--- src/rtl/response_resolver_pkg.sv ---
// cap_pkg: array geometry shared with the compare and cell blocks, plus the resolver state encoding.
`default_nettype none

package cap_pkg;

  localparam int CAP_WORDS = 100;
  localparam int CAP_WIDTH = 32;
  localparam int CAP_IDX_W = 7;

  typedef enum logic [2:0] {
    RS_IDLE    = 3'd0,
    RS_SCAN    = 3'd1,
    RS_FETCH   = 3'd2,
    RS_PRESENT = 3'd3,
    RS_DONE    = 3'd4
  } resolver_state_t;

endpackage

`default_nettype wire

--- src/rtl/response_resolver_if.sv ---
// response_resolver_if: search-result capture, cell read-back and responder output stream.
`default_nettype none

interface response_resolver_if
  import cap_pkg::*;
#(
  parameter int WORDS = CAP_WORDS,
  parameter int WIDTH = CAP_WIDTH,
  parameter int IDX_W = CAP_IDX_W
);

  logic             start;
  logic [WORDS-1:0] match_lines;
  logic [WORDS-1:0] select_lines;
  logic [WIDTH-1:0] read_lines;
  logic             busy;
  logic             out_valid;
  logic             out_ready;
  logic [WIDTH-1:0] out_data;
  logic [IDX_W-1:0] out_index;
  logic             done;
  logic [IDX_W:0]   match_count;

  modport master (
    output start, match_lines, read_lines, out_ready,
    input  select_lines, busy, out_valid, out_data, out_index, done, match_count
  );

  modport slave (
    input  start, match_lines, read_lines, out_ready,
    output select_lines, busy, out_valid, out_data, out_index, done, match_count
  );

endinterface

`default_nettype wire

--- src/rtl/response_resolver_first_responder.sv ---
// first_responder: lowest set tag index, its one-hot and an any-set flag (purely combinational).
`default_nettype none

module first_responder #(
  parameter int WORDS = 100,
  parameter int IDX_W = 7
) (
  input  logic [WORDS-1:0] tags_i,
  output logic [IDX_W-1:0] idx_o,
  output logic [WORDS-1:0] onehot_o,
  output logic             any_o
);

  // Two's-complement trick isolates the lowest set bit.
  assign onehot_o = tags_i & (~tags_i + {{(WORDS-1){1'b0}}, 1'b1});
  assign any_o    = |tags_i;

  always_comb begin
    idx_o = '0;
    for (int i = WORDS - 1; i >= 0; i--) begin
      if (tags_i[i]) idx_o = IDX_W'(i);
    end
  end

endmodule

`default_nettype wire

--- src/rtl/response_resolver.sv ---
// response_resolver: walks latched match tags lowest-first and streams each word with its index.
// Define RESP_COUNT_EN to latch popcount(match_lines) on match_count at start; otherwise it is 0.
`default_nettype none

module response_resolver
  import cap_pkg::*;
#(
  parameter int WORDS = CAP_WORDS,
  parameter int WIDTH = CAP_WIDTH,
  parameter int IDX_W = CAP_IDX_W
) (
  input logic                CLK,
  input logic                RST,
  response_resolver_if.slave bus
);

  localparam logic [2:0] ST_IDLE    = 3'(RS_IDLE);
  localparam logic [2:0] ST_SCAN    = 3'(RS_SCAN);
  localparam logic [2:0] ST_FETCH   = 3'(RS_FETCH);
  localparam logic [2:0] ST_PRESENT = 3'(RS_PRESENT);
  localparam logic [2:0] ST_DONE    = 3'(RS_DONE);

  logic [2:0]       state_q, state_d;
  logic [WORDS-1:0] tags_q, tags_d;
  logic [WORDS-1:0] sel_oh_q, sel_oh_d;
  logic [IDX_W-1:0] sel_idx_q, sel_idx_d;
  logic [WIDTH-1:0] data_q, data_d;
  logic [IDX_W-1:0] index_q, index_d;

  logic [WORDS-1:0] first_oh;
  logic [IDX_W-1:0] first_idx;
  logic             first_any;

  first_responder #(
    .WORDS (WORDS),
    .IDX_W (IDX_W)
  ) u_first (
    .tags_i   (tags_q),
    .idx_o    (first_idx),
    .onehot_o (first_oh),
    .any_o    (first_any)
  );

  always_comb begin
    state_d   = state_q;
    tags_d    = tags_q;
    sel_oh_d  = sel_oh_q;
    sel_idx_d = sel_idx_q;
    data_d    = data_q;
    index_d   = index_q;
    case (state_q)
      ST_IDLE: begin
        if (bus.start) begin
          tags_d  = bus.match_lines;
          state_d = ST_SCAN;
        end
      end
      ST_SCAN: begin
        if (!first_any) begin
          state_d = ST_DONE;
        end else begin
          sel_idx_d = first_idx;
          sel_oh_d  = first_oh;
          state_d   = ST_FETCH;
        end
      end
      ST_FETCH: begin
        data_d  = bus.read_lines;
        index_d = sel_idx_q;
        state_d = ST_PRESENT;
      end
      ST_PRESENT: begin
        if (bus.out_ready) begin
          tags_d  = tags_q & ~sel_oh_q;
          state_d = ST_SCAN;
        end
      end
      ST_DONE:  state_d = ST_IDLE;
      default:  state_d = ST_IDLE;
    endcase
  end

  always_ff @(posedge CLK) begin
    if (RST) begin
      state_q   <= ST_IDLE;
      tags_q    <= '0;
      sel_oh_q  <= '0;
      sel_idx_q <= '0;
      data_q    <= '0;
      index_q   <= '0;
    end else begin
      state_q   <= state_d;
      tags_q    <= tags_d;
      sel_oh_q  <= sel_oh_d;
      sel_idx_q <= sel_idx_d;
      data_q    <= data_d;
      index_q   <= index_d;
    end
  end

  assign bus.busy         = (state_q != ST_IDLE);
  assign bus.out_valid    = (state_q == ST_PRESENT);
  assign bus.done         = (state_q == ST_DONE);
  assign bus.select_lines = (state_q == ST_FETCH) ? sel_oh_q : '0;
  assign bus.out_data     = data_q;
  assign bus.out_index    = index_q;

`ifdef RESP_COUNT_EN
  logic [IDX_W:0] count_q, count_d;

  always_comb begin
    count_d = count_q;
    if (state_q == ST_IDLE && bus.start) begin
      count_d = '0;
      for (int i = 0; i < WORDS; i++) begin
        count_d = count_d + {{IDX_W{1'b0}}, bus.match_lines[i]};
      end
    end
  end

  always_ff @(posedge CLK) begin
    if (RST) count_q <= '0;
    else     count_q <= count_d;
  end

  assign bus.match_count = count_q;
`else
  assign bus.match_count = '0;
`endif

endmodule

`default_nettype wire

--- src/flat_wrapper.sv ---
// flat-port wrapper written by rule: the top's interface ports become plain ports
module response_resolver_flat import cap_pkg::*;
#(
  parameter int WORDS = CAP_WORDS,
  parameter int WIDTH = CAP_WIDTH,
  parameter int IDX_W = CAP_IDX_W
)
  (CLK, RST, bus_start, bus_match_lines, bus_read_lines, bus_out_ready, bus_select_lines, bus_busy, bus_out_valid, bus_out_data, bus_out_index, bus_done, bus_match_count);
  response_resolver_if #(.WORDS(WORDS), .WIDTH(WIDTH), .IDX_W(IDX_W)) bus_i ();
  input logic CLK;
  input logic RST;
  input wire logic [$bits(bus_i.start)-1:0] bus_start;
  input wire logic [$bits(bus_i.match_lines)-1:0] bus_match_lines;
  input wire logic [$bits(bus_i.read_lines)-1:0] bus_read_lines;
  input wire logic [$bits(bus_i.out_ready)-1:0] bus_out_ready;
  output wire logic [$bits(bus_i.select_lines)-1:0] bus_select_lines;
  output wire logic [$bits(bus_i.busy)-1:0] bus_busy;
  output wire logic [$bits(bus_i.out_valid)-1:0] bus_out_valid;
  output wire logic [$bits(bus_i.out_data)-1:0] bus_out_data;
  output wire logic [$bits(bus_i.out_index)-1:0] bus_out_index;
  output wire logic [$bits(bus_i.done)-1:0] bus_done;
  output wire logic [$bits(bus_i.match_count)-1:0] bus_match_count;
  assign bus_i.start = bus_start;
  assign bus_i.match_lines = bus_match_lines;
  assign bus_i.read_lines = bus_read_lines;
  assign bus_i.out_ready = bus_out_ready;
  assign bus_select_lines = bus_i.select_lines;
  assign bus_busy = bus_i.busy;
  assign bus_out_valid = bus_i.out_valid;
  assign bus_out_data = bus_i.out_data;
  assign bus_out_index = bus_i.out_index;
  assign bus_done = bus_i.done;
  assign bus_match_count = bus_i.match_count;
  response_resolver #(.WORDS(WORDS), .WIDTH(WIDTH), .IDX_W(IDX_W)) u_core (.CLK(CLK), .RST(RST), .bus(bus_i));
endmodule
--- config.mk ---
export PLATFORM = sky130hd
export DESIGN_NAME = response_resolver_flat
export DESIGN_NICKNAME = d
export VERILOG_FILES = /design/src/rtl/response_resolver_pkg.sv /design/src/rtl/response_resolver_if.sv /design/src/rtl/response_resolver_first_responder.sv /design/src/rtl/response_resolver.sv /design/src/flat_wrapper.sv
export SDC_FILE = /design/constraint.sdc
export NUM_CORES = 1
export LEC_CHECK = 0
export ABC_AREA = 1
export CAP_MARGIN = 10
export CORE_ASPECT_RATIO = 1.1
export CORE_MARGIN = 1
export CORE_UTILIZATION = 50
export DETAILED_ROUTE_END_ITERATION = 10
export HOLD_SLACK_MARGIN = 0.15
export PLACE_DENSITY_LB_ADDON = 0.3
export SETUP_SLACK_MARGIN = 0.15
export SLEW_MARGIN = 20
export SYNTH_ARGS = -nofsm -noshare
export SYNTH_HDL_FRONTEND = slang
export SYNTH_SLANG_ARGS = --single-unit
--- constraint.sdc ---
create_clock -name CLK -period 5.7 [get_ports CLK]
set_clock_uncertainty 0.15 [all_clocks]
set_input_delay 0.855 -clock CLK [delete_from_list [all_inputs] [get_ports CLK]]
set_output_delay 0.855 -clock CLK [all_outputs]
set_load 0.01 [all_outputs]
==> results.yml, run 1 <==
final_layout:
  fillerInstances: 2274
  antennaDiodeCount: 0
  syn2layout_area_growth_pct: 30.1
  post-route-cell-area_mm2: 0.0169
  nNetsFinal: 2388
  final_layout_size_suffix_gt1_share_pct: 5.06
  post-route-util_pct: 66.6
  finalNonFillerCells: 2618
floorplanning:
  boundary_pins: 286
  die_y_um: 171
  placement_rows: 61
  core_footprint_mm2: 0.0254
  fp.dieArea_mm2: 0.0267
  die_width_um: 156
  starting_density_pct: 51.2
routing:
  via_per_inst: 5.33
  drc_violation_count_after_routing: 0
  detail-route-antenna-nets: 0
  post_drt_wl_per_cell_um: 15.3
  detailroute.via_count: 13965
  first_pass_iters: 5
  drt_first_iter_violations: 1329
  wire_length_reported_by_the_detailed_router_um: 40200
synth:
  post_synth_mux_area_share_pct: 0
  ys_async_rst_share_pct: 0
  synth_compound_area_share_pct: 21.3
  ys_types: 36
  number_of_enable_flip_flop_cells_after_synthesis: 0
  yosys.area_share.adder_pct: 0
  synth_top_family_by_area: "simple AND/OR/NAND/NOR gates"
  sequential_share_of_the_synthesized_area_pct: 38.3
  synth_top_flop_cell: "sky130_fd_sc_hd__dfxtp_1"
  synth.avg_cell_area_um2: 6.41
  yosys.area_share.xor_xnor_pct: 0
  mappedNetlistArea_mm2: 0.0130
  synth-simple-area-share_pct: 22.1
  postSynthCellCount: 2030
  synthesis.yosys.warnings: 0
  ys_seq_elements: 249
timing:
  report.final.setup_viol: 0
  grt_setup_unrepaired: "true"
  time_the_final_worst_path_needs_with_i_o_delays_and_setup_ns: 5.56
  worst-slew-pin-transition_ns: 0.939
  finalSetupTns_ns: 0
  final-max-slew-violation-count: 0
  fin_hold_ws_ns: 0.313
  maxSlewHeadroom_pct: 37.4
  hold_viol_final: 0
  final_min_period_over_clock_period_pct: 97.5
  max_clock_freq_mhz: 180
  final_critical_path_setup_slack_ns: 0.141
placement:
  preCtsSetupSlack_ns: 0.128
  finalWeightedCongestion: 0.972
  port_buffer_count: 277
  post_detail_place_hpwl_um: 28400
  postPlaceCellArea_mm2: 0.0159
  placedCellCount: 2569
global_routing:
  first_pass_grt_wire_length_um: 64000
  antenna_found_initial: 0
  overflow: 0
  globalRouteTotalUtil_pct: 29.5
  largest_net_degree_at_the_start_of_global_routing: 99
  first_global_vias: 13032
setup_path:
  cp_data_required_time_ns: 5.92
  crit_arrival_ns: 5.78
  cp-end-kind: "register"
  startpoint_class_of_the_critical_path: "register"
  worst_path_most_repeated_cell: "sky130_fd_sc_hd__nand2_1"
  cp_slowest_cell: "sky130_fd_sc_hd__dfxtp_2"
  crit_path_max_incr_delay_ns: 0.33
  crit_type: "reg2reg"
  critical_path.max_fanout: 2
worst_hold_path:
  min-delay-path-class: "reg2reg"
cts:
  clock_tree.root_cell: "sky130_fd_sc_hd__clkbuf_16"
  clock_tree_from_tritoncts: "built"
  clockBufferDepth: 3
  worst_setup_hold_path_clk_slew_ns: 0.06
  clock_latency_ns: 0.53
  cts-buffers-inserted: 26
  cts_num_sinks: 249
  cts_max_level: 1
  cts-hold-fix-buffers: 0
job:
  max-cap-violations: 0
pwr:
  ir_drop_v: 0.000229
  total_power_mw: 5.60
  power.static_leakage_nw: 7.40
  p_per_area_mw_per_mm2: 331
outcome:
  outcome: "completed"
-- critical path, delay by kind of cell, from the launching register on --
family / cells / cell delay [ns]
DFF: 1 / 0.33
buffers and inverters: 1 / 0.04
AOI/OAI and AO/OA: 1 / 0.05
and+or+nand+nor: 97 / 4.83
-- cell usage in the layout, fill, tap and decap left out, types with 37 or more instances in the layout --
master | Yosys | layout
sky130_fd_sc_hd__inv_1 | 425 | 424
sky130_fd_sc_hd__o21ai_1 | 37 | 37
sky130_fd_sc_hd__a211oi_1 | 71 | 71
sky130_fd_sc_hd__nor2_1 | 416 | 416
sky130_fd_sc_hd__o22ai_1 | 97 | 97
sky130_fd_sc_hd__dfxtp_1 | 249 | 248
sky130_fd_sc_hd__o21ai_0 | 44 | 44
sky130_fd_sc_hd__nand2_1 | 175 | 173
sky130_fd_sc_hd__nor3_1 | 39 | 38
sky130_fd_sc_hd__clkdlybuf4s50_1 | 0 | 276
sky130_fd_sc_hd__a21oi_1 | 191 | 191
-- routing by layer --
layer  up-vias  global-route usage (%)  share of wire, %
met5         -                       0                 0
met4         0                    9.12               2.5
met2       660                    50.2                46
li1       6883                       -                 -
met1      6348                    38.4                43
met3        74                    4.43               8.7
-- flip-flops by register name (all words and copies together) (netlist names) --
name and cells:
u_core.state_q 3, u_core.tags_q 100, u_core.bus.out_index 7, u_core.bus.out_data 32, u_core.sel_oh_q 100, u_core.sel_idx_q 7
-- cells in the mapped netlist, drive strengths merged, types with 8 or more instances --
cell type | number | share of area [%]
nor4 | 28 | 1.3
bufinv | 8 | 1.1
a31oi | 27 | 1.3
nor3 | 39 | 1.5
nand4 | 21 | 1.0
buf | 16 | 0.70
clkbuf | 89 | 2.6
nand3 | 23 | 0.88
o22ai | 97 | 4.7
a211oi | 71 | 4.1
nand2 | 176 | 5.1
nor2 | 416 | 12
dfxtp | 249 | 38
a21oi | 192 | 7.4
clkinv | 20 | 0.60
o21ai | 81 | 3.1
inv | 460 | 13
-- power breakdown --
part           internal, mW  switching (mW)  leakage [nW]  total (mW)
clock network          1.17           0.725         0.464        1.89
logic                 0.616            1.04          4.89        1.65
registers              1.94           0.114          2.04        2.05
-- timing repair --
action,CTS,global route
setup endpoints to repair,1,1
resized for setup,1,0
buffers inserted,1,0
-- logic make-up (layout without fill, tap and decap cells) --
kind of cell           Yosys count  in the layout
AO/OA/AOI/OAI                  479            479
other                            1              8
flip-flops                     249            249
buffers and inverters          594            829
AND/OR/NAND/NOR                707            707
-- worst paths after layout --
check                       from                      end  slack, ns  cells after the start
max            u_core.tags_q[98]      u_core.sel_idx_q[0]       0.14                     99
min          u_core.sel_idx_q[6]  u_core.bus.out_index[6]       0.31                      2
max reg2reg    u_core.tags_q[98]      u_core.sel_idx_q[0]       0.14                     99
min reg2reg  u_core.sel_idx_q[6]  u_core.bus.out_index[6]       0.31                      2
-- cell type report --
cell class	count	area [um^2]	share of cell area [%]
inverter	488	1950	11.5
tap	346	433	2.56
clock inverter	15	244	1.44
clock buffer	33	718	4.24
multi-input combinational	1194	5700	33.7
sequential	249	4990	29.5
timing repair buffer	293	2890	17.1
Note: power is estimated with default switching activity, not from simulation.
==> run 2, diff against run 1 <==
--- a/config.mk
+++ b/config.mk
@@ -10,9 +10,10 @@
 export CORE_ASPECT_RATIO = 1.1
 export CORE_MARGIN = 1
 export CORE_UTILIZATION = 50
+export CTS_CLUSTER_DIAMETER = 150
 export DETAILED_ROUTE_END_ITERATION = 10
 export HOLD_SLACK_MARGIN = 0.15
-export PLACE_DENSITY_LB_ADDON = 0.3
+export PLACE_DENSITY = 0.88
 export SETUP_SLACK_MARGIN = 0.15
 export SLEW_MARGIN = 20
 export SYNTH_ARGS = -nofsm -noshare
==> run 2 against run 1 <==
  * Clock-buffer cell count increased by 5
  * Worst setup slack improved by 0.023 ns
  * Sequential power barely moved
  * Via count rose by 0.47%
  * Global-route usage grew 0.21 points
  * Utilization decreased by 0.35 points
  * Largest cell class unchanged
  * Sequential cell count stayed put
  * Largest power group unchanged
  * Non-clock buffer count did not move
  * Maximum frequency up 0.42%
  * First-iteration DRC count shrank 3.0%
  * Critical path depth unchanged
  * Die area did not move
==> results.yml, run 2 (synthesis gave the netlist of run 1 again) <==
timing:
  grt_setup_unrepaired: "true"
  final_critical_path_setup_slack_ns: 0.165
  worst-slew-pin-transition_ns: 1.15
  final_min_period_over_clock_period_pct: 97.1
  maxSlewHeadroom_pct: 23.3
  final-max-slew-violation-count: 0
  hold_viol_final: 0
  report.final.setup_viol: 0
  max_clock_freq_mhz: 181
  time_the_final_worst_path_needs_with_i_o_delays_and_setup_ns: 5.54
  finalSetupTns_ns: 0
routing:
  drt_first_iter_violations: 1289
  via_per_inst: 5.36
  detailroute.via_count: 14031
  post_drt_wl_per_cell_um: 15.5
  drc_violation_count_after_routing: 0
  wire_length_reported_by_the_detailed_router_um: 40600
  first_pass_iters: 5
  detail-route-antenna-nets: 0
setup_path:
  crit_path_start: "u_core.tags_q[98]"
  crit_path_max_incr_delay_ns: 0.34
  critical_path.max_fanout: 2
  startpoint_class_of_the_critical_path: "register"
  crit_type: "reg2reg"
  worst_path_most_repeated_cell: "sky130_fd_sc_hd__nand2_1"
  timing.rr.start: "u_core.tags_q[98]"
  cp_data_required_time_ns: 5.92
  cp_slowest_cell: "sky130_fd_sc_hd__dfxtp_2"
  crit_arrival_ns: 5.76
  cp-end-kind: "register"
placement:
  postPlaceCellArea_mm2: 0.0160
  port_buffer_count: 277
  preCtsSetupSlack_ns: 0.214
  finalWeightedCongestion: 0.941
  post_detail_place_hpwl_um: 28400
cts:
  cts_num_sinks: 249
  clock_latency_ns: 0.54
  clock_tree_from_tritoncts: "built"
  cts_max_level: 1
  cts-hold-fix-buffers: 0
  cts-buffers-inserted: 27
  worst_setup_hold_path_clk_slew_ns: 0.06
  clockBufferDepth: 3
  clock_tree.root_cell: "sky130_fd_sc_hd__clkbuf_16"
worst_hold_path:
  min-delay-path-class: "reg2reg"
  hp-start: "u_core.sel_idx_q[3]"
outcome:
  outcome: "completed"
final_layout:
  nNetsFinal: 2389
  syn2layout_area_growth_pct: 29.4
  layout.cells.most_common: "sky130_fd_sc_hd__inv_1"
  post-route-util_pct: 66.2
  mostFrequentLayoutCells: "sky130_fd_sc_hd__inv_1 (424), sky130_fd_sc_hd__nor2_1 (416), sky130_fd_sc_hd__clkdlybuf4s50_1 (276)"
  post-route-cell-area_mm2: 0.0168
  antennaDiodeCount: 0
  final_layout_size_suffix_gt1_share_pct: 4.93
global_routing:
  overflow: 0
  globalRouteTotalUtil_pct: 29.8
  largest_net_degree_at_the_start_of_global_routing: 146
  first_pass_grt_wire_length_um: 64500
  first_global_vias: 13186
  antenna_found_initial: 0
floorplanning:
  starting_density_pct: 51.2
  boundary_pins: 286
  die_y_um: 171
  placement_rows: 61
  die_width_um: 156
  core_footprint_mm2: 0.0254
  fp.dieArea_mm2: 0.0267
pwr:
  total_power_mw: 5.40
  ir_drop_v: 0.000210
  p_per_area_mw_per_mm2: 321
  power.static_leakage_nw: 7.36
job:
  max-cap-violations: 0
## run 2: changes by cell type in the layout (fill, tap and decap cells not counted), sizes merged
cell,delta
clkinvlp,-1
clkbuf,+5
inv,+1
clkinv,-1
bufinv,-5
## run 2: critical path, delay by kind of cell, from the launching register on
kind	cells	cell delay (ns)
simple gates	97	4.82
flops	1	0.34
compound gates	1	0.05
buf+inv	1	0.04
## run 2: area by class of cell
type | count | area (um^2)
Multi-Input combinational cell | 1194 | 5700
Clock inverter | 9 | 78.8
Sequential cell | 249 | 4990
Fill cell | 2198 | 8580
Inverter | 488 | 1950
Timing Repair Buffer | 293 | 2920
Tap cell | 346 | 433
Clock buffer | 38 | 767
## run 2: through the flow
stage	std cells	hold slack [ns]
after floorplan	2037	0.275
after global placement	2568	0.300
after detailed placement	2568	0.306
after CTS	2615	0.314
after global routing	2617	0.326
final	2617	0.315
## run 2: timing repair
action,CTS,global route
gates cloned,0,0
endpoints found under the setup margin,1,1
buffers inserted,0,1
resized for setup,1,0
## run 2: power breakdown
group,leakage (nW),internal (mW),switching (mW),total (mW)
Clock,0.414,0.977,0.706,1.68
Sequential,2.04,1.94,0.116,2.05
Combinational,4.91,0.623,1.04,1.66
## run 2: worst paths after layout
check | endpoint | slack [ns] | depth (start not counted)
max reg2reg | u_core.sel_idx_q[0] | 0.16 | 99
max | u_core.sel_idx_q[0] | 0.16 | 99
min | u_core.sel_idx_q[3] | 0.31 | 2
min reg2reg | u_core.sel_idx_q[3] | 0.31 | 2
## run 2: routing by layer
| metal | track usage [%] | routed length [um] | vias up |
|---|---|---|---|
| li1 | - | - | 6879 |
| met1 | 37.7 | 16600 | 6295 |
| met2 | 50.3 | 18800 | 737 |
| met3 | 4.38 | 3620 | 120 |
| met4 | 12.7 | 1590 | 0 |
| met5 | 0 | 0 | - |
